## src/rtl/instruction_loader.sv

```systemverilog
// Packs UART bytes MSB-first into instruction words and writes them
// sequentially into instruction memory until a halt word or a full memory.
module instruction_loader #(
    parameter int          UART_BUS_SIZE    = 8,
    parameter int          INSTRUCTION_SIZE = 32,
    parameter int          MEM_ADDR_SIZE    = 10,
    parameter logic [INSTRUCTION_SIZE-1:0] HALT_INSTRUCTION = 32'hFFFFFFFF
) (
    input  logic                        i_clk,
    input  logic                        i_reset,
    input  logic                        i_start,
    input  logic                        i_rx_done,
    input  logic [UART_BUS_SIZE-1:0]    i_rx_data,
    output logic                        o_mem_wr,
    output logic [MEM_ADDR_SIZE-1:0]    o_mem_addr,
    output logic [INSTRUCTION_SIZE-1:0] o_mem_data,
    output logic                        o_busy,
    output logic                        o_end,
    output logic                        o_full
);

    localparam int BPW = INSTRUCTION_SIZE / UART_BUS_SIZE;
    localparam int CW  = (BPW > 1) ? $clog2(BPW) : 1;
    localparam int SW  = INSTRUCTION_SIZE - UART_BUS_SIZE;

    typedef enum logic [1:0] {
        IDLE    = 2'd0,
        RECEIVE = 2'd1,
        WRITE   = 2'd2
    } state_t;

    state_t                      state_q, state_d;
    logic [INSTRUCTION_SIZE-1:0] shift_q, shift_d;
    logic [CW-1:0]               cnt_q, cnt_d;
    logic [MEM_ADDR_SIZE-1:0]    addr_q, addr_d;
    logic [INSTRUCTION_SIZE-1:0] data_q, data_d;
    logic                        wr_q, wr_d;
    logic                        end_q, end_d;
    logic                        full_q, full_d;

    logic [INSTRUCTION_SIZE-1:0] word;
    logic                        last_byte;
    logic                        halt;
    logic                        addr_last;

    assign word      = {shift_q[SW-1:0], i_rx_data};
    assign last_byte = (cnt_q == CW'(BPW - 1));
    assign halt      = (data_q == HALT_INSTRUCTION);
    assign addr_last = &addr_q;

    always_ff @(posedge i_clk or negedge i_reset) begin
        if (!i_reset) begin
            state_q <= IDLE;
        end else begin
            state_q <= state_d;
        end
    end

    always_comb begin
        state_d = state_q;
        unique case (state_q)
            IDLE:    if (i_start) state_d = RECEIVE;
            RECEIVE: if (i_rx_done && last_byte) state_d = WRITE;
            WRITE:   state_d = (halt || addr_last) ? IDLE : RECEIVE;
            default: state_d = IDLE;
        endcase
    end

    always_comb begin
        shift_d = shift_q;
        cnt_d   = cnt_q;
        addr_d  = addr_q;
        data_d  = data_q;
        wr_d    = 1'b0;
        end_d   = end_q;
        full_d  = full_q;
        unique case (state_q)
            IDLE: begin
                if (i_start) begin
                    cnt_d  = '0;
                    addr_d = '0;
                    end_d  = 1'b0;
                    full_d = 1'b0;
                end
            end
            RECEIVE: begin
                if (i_rx_done) begin
                    shift_d = word;
                    if (last_byte) begin
                        cnt_d  = '0;
                        data_d = word;
                        wr_d   = 1'b1;
                    end else begin
                        cnt_d = cnt_q + 1'b1;
                    end
                end
            end
            WRITE: begin
                if (halt) begin
                    end_d = 1'b1;
                end else if (addr_last) begin
                    end_d  = 1'b1;
                    full_d = 1'b1;
                end else begin
                    addr_d = addr_q + 1'b1;
                    // A byte landing in the write cycle opens the next word
                    if (i_rx_done) begin
                        shift_d = word;
                        cnt_d   = cnt_q + 1'b1;
                    end
                end
            end
            default: ;
        endcase
    end

    always_ff @(posedge i_clk or negedge i_reset) begin
        if (!i_reset) begin
            shift_q <= '0;
            cnt_q   <= '0;
            addr_q  <= '0;
            data_q  <= '0;
            wr_q    <= 1'b0;
            end_q   <= 1'b0;
            full_q  <= 1'b0;
        end else begin
            shift_q <= shift_d;
            cnt_q   <= cnt_d;
            addr_q  <= addr_d;
            data_q  <= data_d;
            wr_q    <= wr_d;
            end_q   <= end_d;
            full_q  <= full_d;
        end
    end

    always_comb begin
        o_busy     = (state_q != IDLE);
        o_mem_wr   = wr_q;
        o_mem_addr = addr_q;
        o_mem_data = data_q;
        o_end      = end_q;
        o_full     = full_q;
    end

endmodule
```

## config.mk

```make
export PLATFORM = sky130hd
export DESIGN_NAME = instruction_loader
export DESIGN_NICKNAME = d
export VERILOG_FILES = /design/src/rtl/instruction_loader.sv
export SDC_FILE = /design/constraint.sdc
export NUM_CORES = 1
export LEC_CHECK = 0
export ABC_CLOCK_PERIOD_IN_PS = 4200
export BUFFER_PORTS_ARGS = -buffer_cell sky130_fd_sc_hd__buf_2
export CAP_MARGIN = 20
export CORE_ASPECT_RATIO = 0.9
export CORE_MARGIN = 1
export CORE_UTILIZATION = 35
export CTS_CLUSTER_SIZE = 12
export DETAILED_ROUTE_END_ITERATION = 6
export GPL_ROUTABILITY_DRIVEN = 0
export PLACE_DENSITY_LB_ADDON = 0.08
export SLEW_MARGIN = 5
export SYNTH_ARGS = -nofsm -noshare
export SYNTH_HDL_FRONTEND = slang
export SYNTH_SLANG_ARGS = --single-unit
```

## constraint.sdc

```tcl
create_clock -name i_clk -period 4.2 [get_ports i_clk]
set_input_delay 1.05 -clock i_clk [delete_from_list [all_inputs] [get_ports i_clk]]
set_output_delay 1.05 -clock i_clk [all_outputs]
set_load 0.05 [all_outputs]
```

==> impl_metrics.py <==
metrics = {
    "synthesis": {
        "yosys_warnings": 0,
        "yosysTopAreaCell": "dfrtp_1",
        "synth_most_common_cell": "dfrtp_1",
        "async_flop_share": 1.000,
        "synthFlopType": "dfrtp_1",
        "synth_nets": 277,
        "postSynthCellCount": 258,
        "synth_area_leaders": "dfrtp_1 (56%), mux2_2 (19%), ha_1 (2.7%), nand2_1 (2.2%), nand4_1 (1.9%)",
        "ys_seq_elements": 73,
        "syn_area_per_cell_um2": 12.72,
        "yosysSeqAreaShare": 0.5568,
        "synthTopCellsByCount": "dfrtp_1 (73), mux2_2 (55), nand2_1 (19), clkbuf_1 (10), nand4_1 (10)",
        "yosys.area.top_type_share": 0.5568,
        "ys_types": 40,
        "synth_edf_count": 0,
        "synth_area_mm2": 0.003281,
    },
    "placement": {
        "place_hpwl_um": 4651,
        "postPlaceCellArea_mm2": 0.003684,
        "io_buffers": 57,
    },
    "die": {
        "die_h_um": 93.85,
        "num_rows": 33,
        "coreArea_mm2": 0.009125,
        "die_w_um": 104.1,
        "initial_core_util": 0.3595,
        "die_area_mm2": 0.009765,
        "io_pins": 58,
    },
    "timing": {
        "setup_viol": 0,
        "slew_headroom": 0.3647,
        "tightest_slew_ns": 0.9529,
        "fin_skew_ns": 0.008106,
        "finalSetupTns_ns": 0,
        "drv_slew": 0,
        "timing.fmax_mhz": 359.6,
        "rsz0062_at_grt": "no",
        "finalHoldViolCount": 0,
        "finalCriticalPeriod_ns": 2.781,
        "period_share": 0.6622,
    },
    "drt": {
        "drc_errors": 0,
        "vias": 2200,
        "wl_per_cell_um": 15.42,
        "top_layer": "met4",
        "drt-met1-wl_um": 3680,
        "drt_iter0_drc": 113,
        "wl_met3_um": 279,
        "avgViaCountPerCell": 4.955,
        "firstDrtPassIters": 4,
        "route.met2.wl_um": 2818,
        "drt-total-wl_um": 6845,
        "ant_nets": 0,
    },
    "clock_tree": {
        "cts_hold_buf": 0,
        "cts_resized": 0,
        "clk_transition_reported_paths_ns": 0.08,
        "root_buffer": "clkbuf_8",
        "h-tree-depth": 3,
        "clk_latency_ns": 0.34,
        "post-cts-setup-buffers": 0,
        "cts.sinks": 73,
        "cts_buffer_depth": 2,
        "cts_buffers": 9,
        "cts_tree": "built",
    },
    "grt": {
        "track_usage": 0.1510,
        "gr-total-overflow": 0,
        "grt_max_degree": 74,
        "grt_pass1_wl_um": 11390,
        "antenna_found_initial": 0,
        "grt_pass1_vias": 2135,
    },
    "worst_hold_path": {
        "worstHoldStart": "shift_q[21]$_DFFE_PN0P_",
        "min_path_cells": 1,
        "holdPathEnd": "shift_q[21]$_DFFE_PN0P_",
        "hp-class": "flop to flop",
    },
    "setup_path": {
        "worstSetupPathType": "flop to flop",
        "reg2reg_from": "o_mem_addr[0]$_DFFE_PN0P_",
        "regToRegEndpoint": "shift_q[13]$_DFFE_PN0P_",
        "crit_arrival_ns": 3.00,
        "required_ns": 4.42,
        "r2r_cells": 7,
        "critPathMaxFanout": 24,
        "crit_path_start_kind": "flop",
        "endpoint_kind": "flop",
        "reg2reg_slack_ns": 1.42,
    },
    "finish": {
        "fillers": 869,
        "drive_above_1_share": 0.4286,
        "area.sequential_mm2": 0.001827,
        "final_cell_area_mm2": 0.003923,
        "multiInputGateArea_mm2": 0.001360,
        "antenna_cells": 0,
        "fin_nets": 336,
        "area_growth_syn_to_layout_pct": 19.57,
    },
    "pwr": {
        "p_leak_nw": 1.956,
        "power.density_mw_per_mm2": 709.8,
        "ir_worst_vdd_mv": 0.3165,
    },
    "job": {
        "max_cap_viol_count": 0,
    },
    "run_status": {
        "status": "complete, no violations",
    },
}
worst max-delay path, stage by stage, from the launching register on:
cell and delay [ns]:
dfrtp_1 0.41, ha_1 0.27, nand4_2 0.19, nor3_2 0.36, a21oi_2 0.05, buf_4 0.24, a31oi_4 0.73, mux2_2 0.41
per-stage QoR:
step	std cells	power, mW	hold WS (ns)	util	setup WS (ns)
floorplan	258	1.914	0.4602	-	1.794
global placement	428	2.156	0.4888	0.4037	1.416
detailed placement	428	2.169	0.4844	0.4037	1.413
CTS	444	2.830	0.5031	0.4299	1.401
global route	444	2.964	0.5310	0.4299	1.212
finish	444	2.784	0.4947	0.4299	1.419
flip-flops by register name, summed over array words and instances (netlist names):
register and flops:
o_mem_addr 10, o_mem_wr 1, shift_q 24, o_full 1, cnt_q 2, o_mem_data 32, o_end 1, state_q 2
area by class of cell:
class / instances / share of cell area
well taps: 122 / 0.03892
flip-flops and latches: 73 / 0.4657
multi-input cells: 164 / 0.3467
clock inverters: 4 / 0.01882
inverters: 9 / 0.008612
clock buffers: 12 / 0.04211
repair buffers: 60 / 0.07911
kinds of logic after synthesis:
kind of cell | Yosys count | synth area share
and+or+nand+nor | 64 | 0.1072
AOI/OAI and AO/OA | 33 | 0.07552
DFF | 73 | 0.5568
muxes | 60 | 0.2052
buffers and inverters | 21 | 0.02860
adders and majority gates | 7 | 0.02670
cell usage in the layout, fill, tap and decap left out, drive strengths merged, types with 5 or more instances in the layout:
cell type | synthesis | layout
a21oi | 8 | 8
a31oi | 5 | 5
buf | 2 | 60
clkbuf | 10 | 12
dfrtp | 73 | 73
ha | 7 | 7
inv | 9 | 9
mux2 | 58 | 58
nand2 | 19 | 19
nand3 | 6 | 6
nand4 | 11 | 11
nor2 | 9 | 9
nor3b | 5 | 5
worst max-delay path by stage:
stage	cells after the start	startpoint	slack (ns)	to
5_1_grt	7	o_mem_addr[0]$_DFFE_PN0P_	1.21	shift_q[6]$_DFFE_PN0P_
6_report	7	o_mem_addr[0]$_DFFE_PN0P_	1.42	shift_q[13]$_DFFE_PN0P_
2_1_floorplan	7	o_mem_addr[0]$_DFFE_PN0P_	1.79	shift_q[14]$_DFFE_PN0P_
3_5_place_dp	7	o_mem_addr[0]$_DFFE_PN0P_	1.41	shift_q[13]$_DFFE_PN0P_
3_3_place_gp	7	o_mem_addr[0]$_DFFE_PN0P_	1.42	shift_q[20]$_DFFE_PN0P_
4_1_cts	7	o_mem_addr[0]$_DFFE_PN0P_	1.40	shift_q[13]$_DFFE_PN0P_
report_power, final:
part / internal (mW) / switching, mW / leakage (nW)
clock: 0.383 / 0.258 / 0.123
sequential: 0.933 / 0.177 / 0.954
combinational: 0.375 / 0.658 / 0.880
total: 1.69 / 1.09 / 1.96
layer usage:
metal  track usage  up-vias
li1              -     1070
met1        0.2232     1077
met2        0.2083       48
met3       0.04854        5
met4       0.04286        0
met5             0        -
No activity file was read; power rests on OpenSTA's default activity.
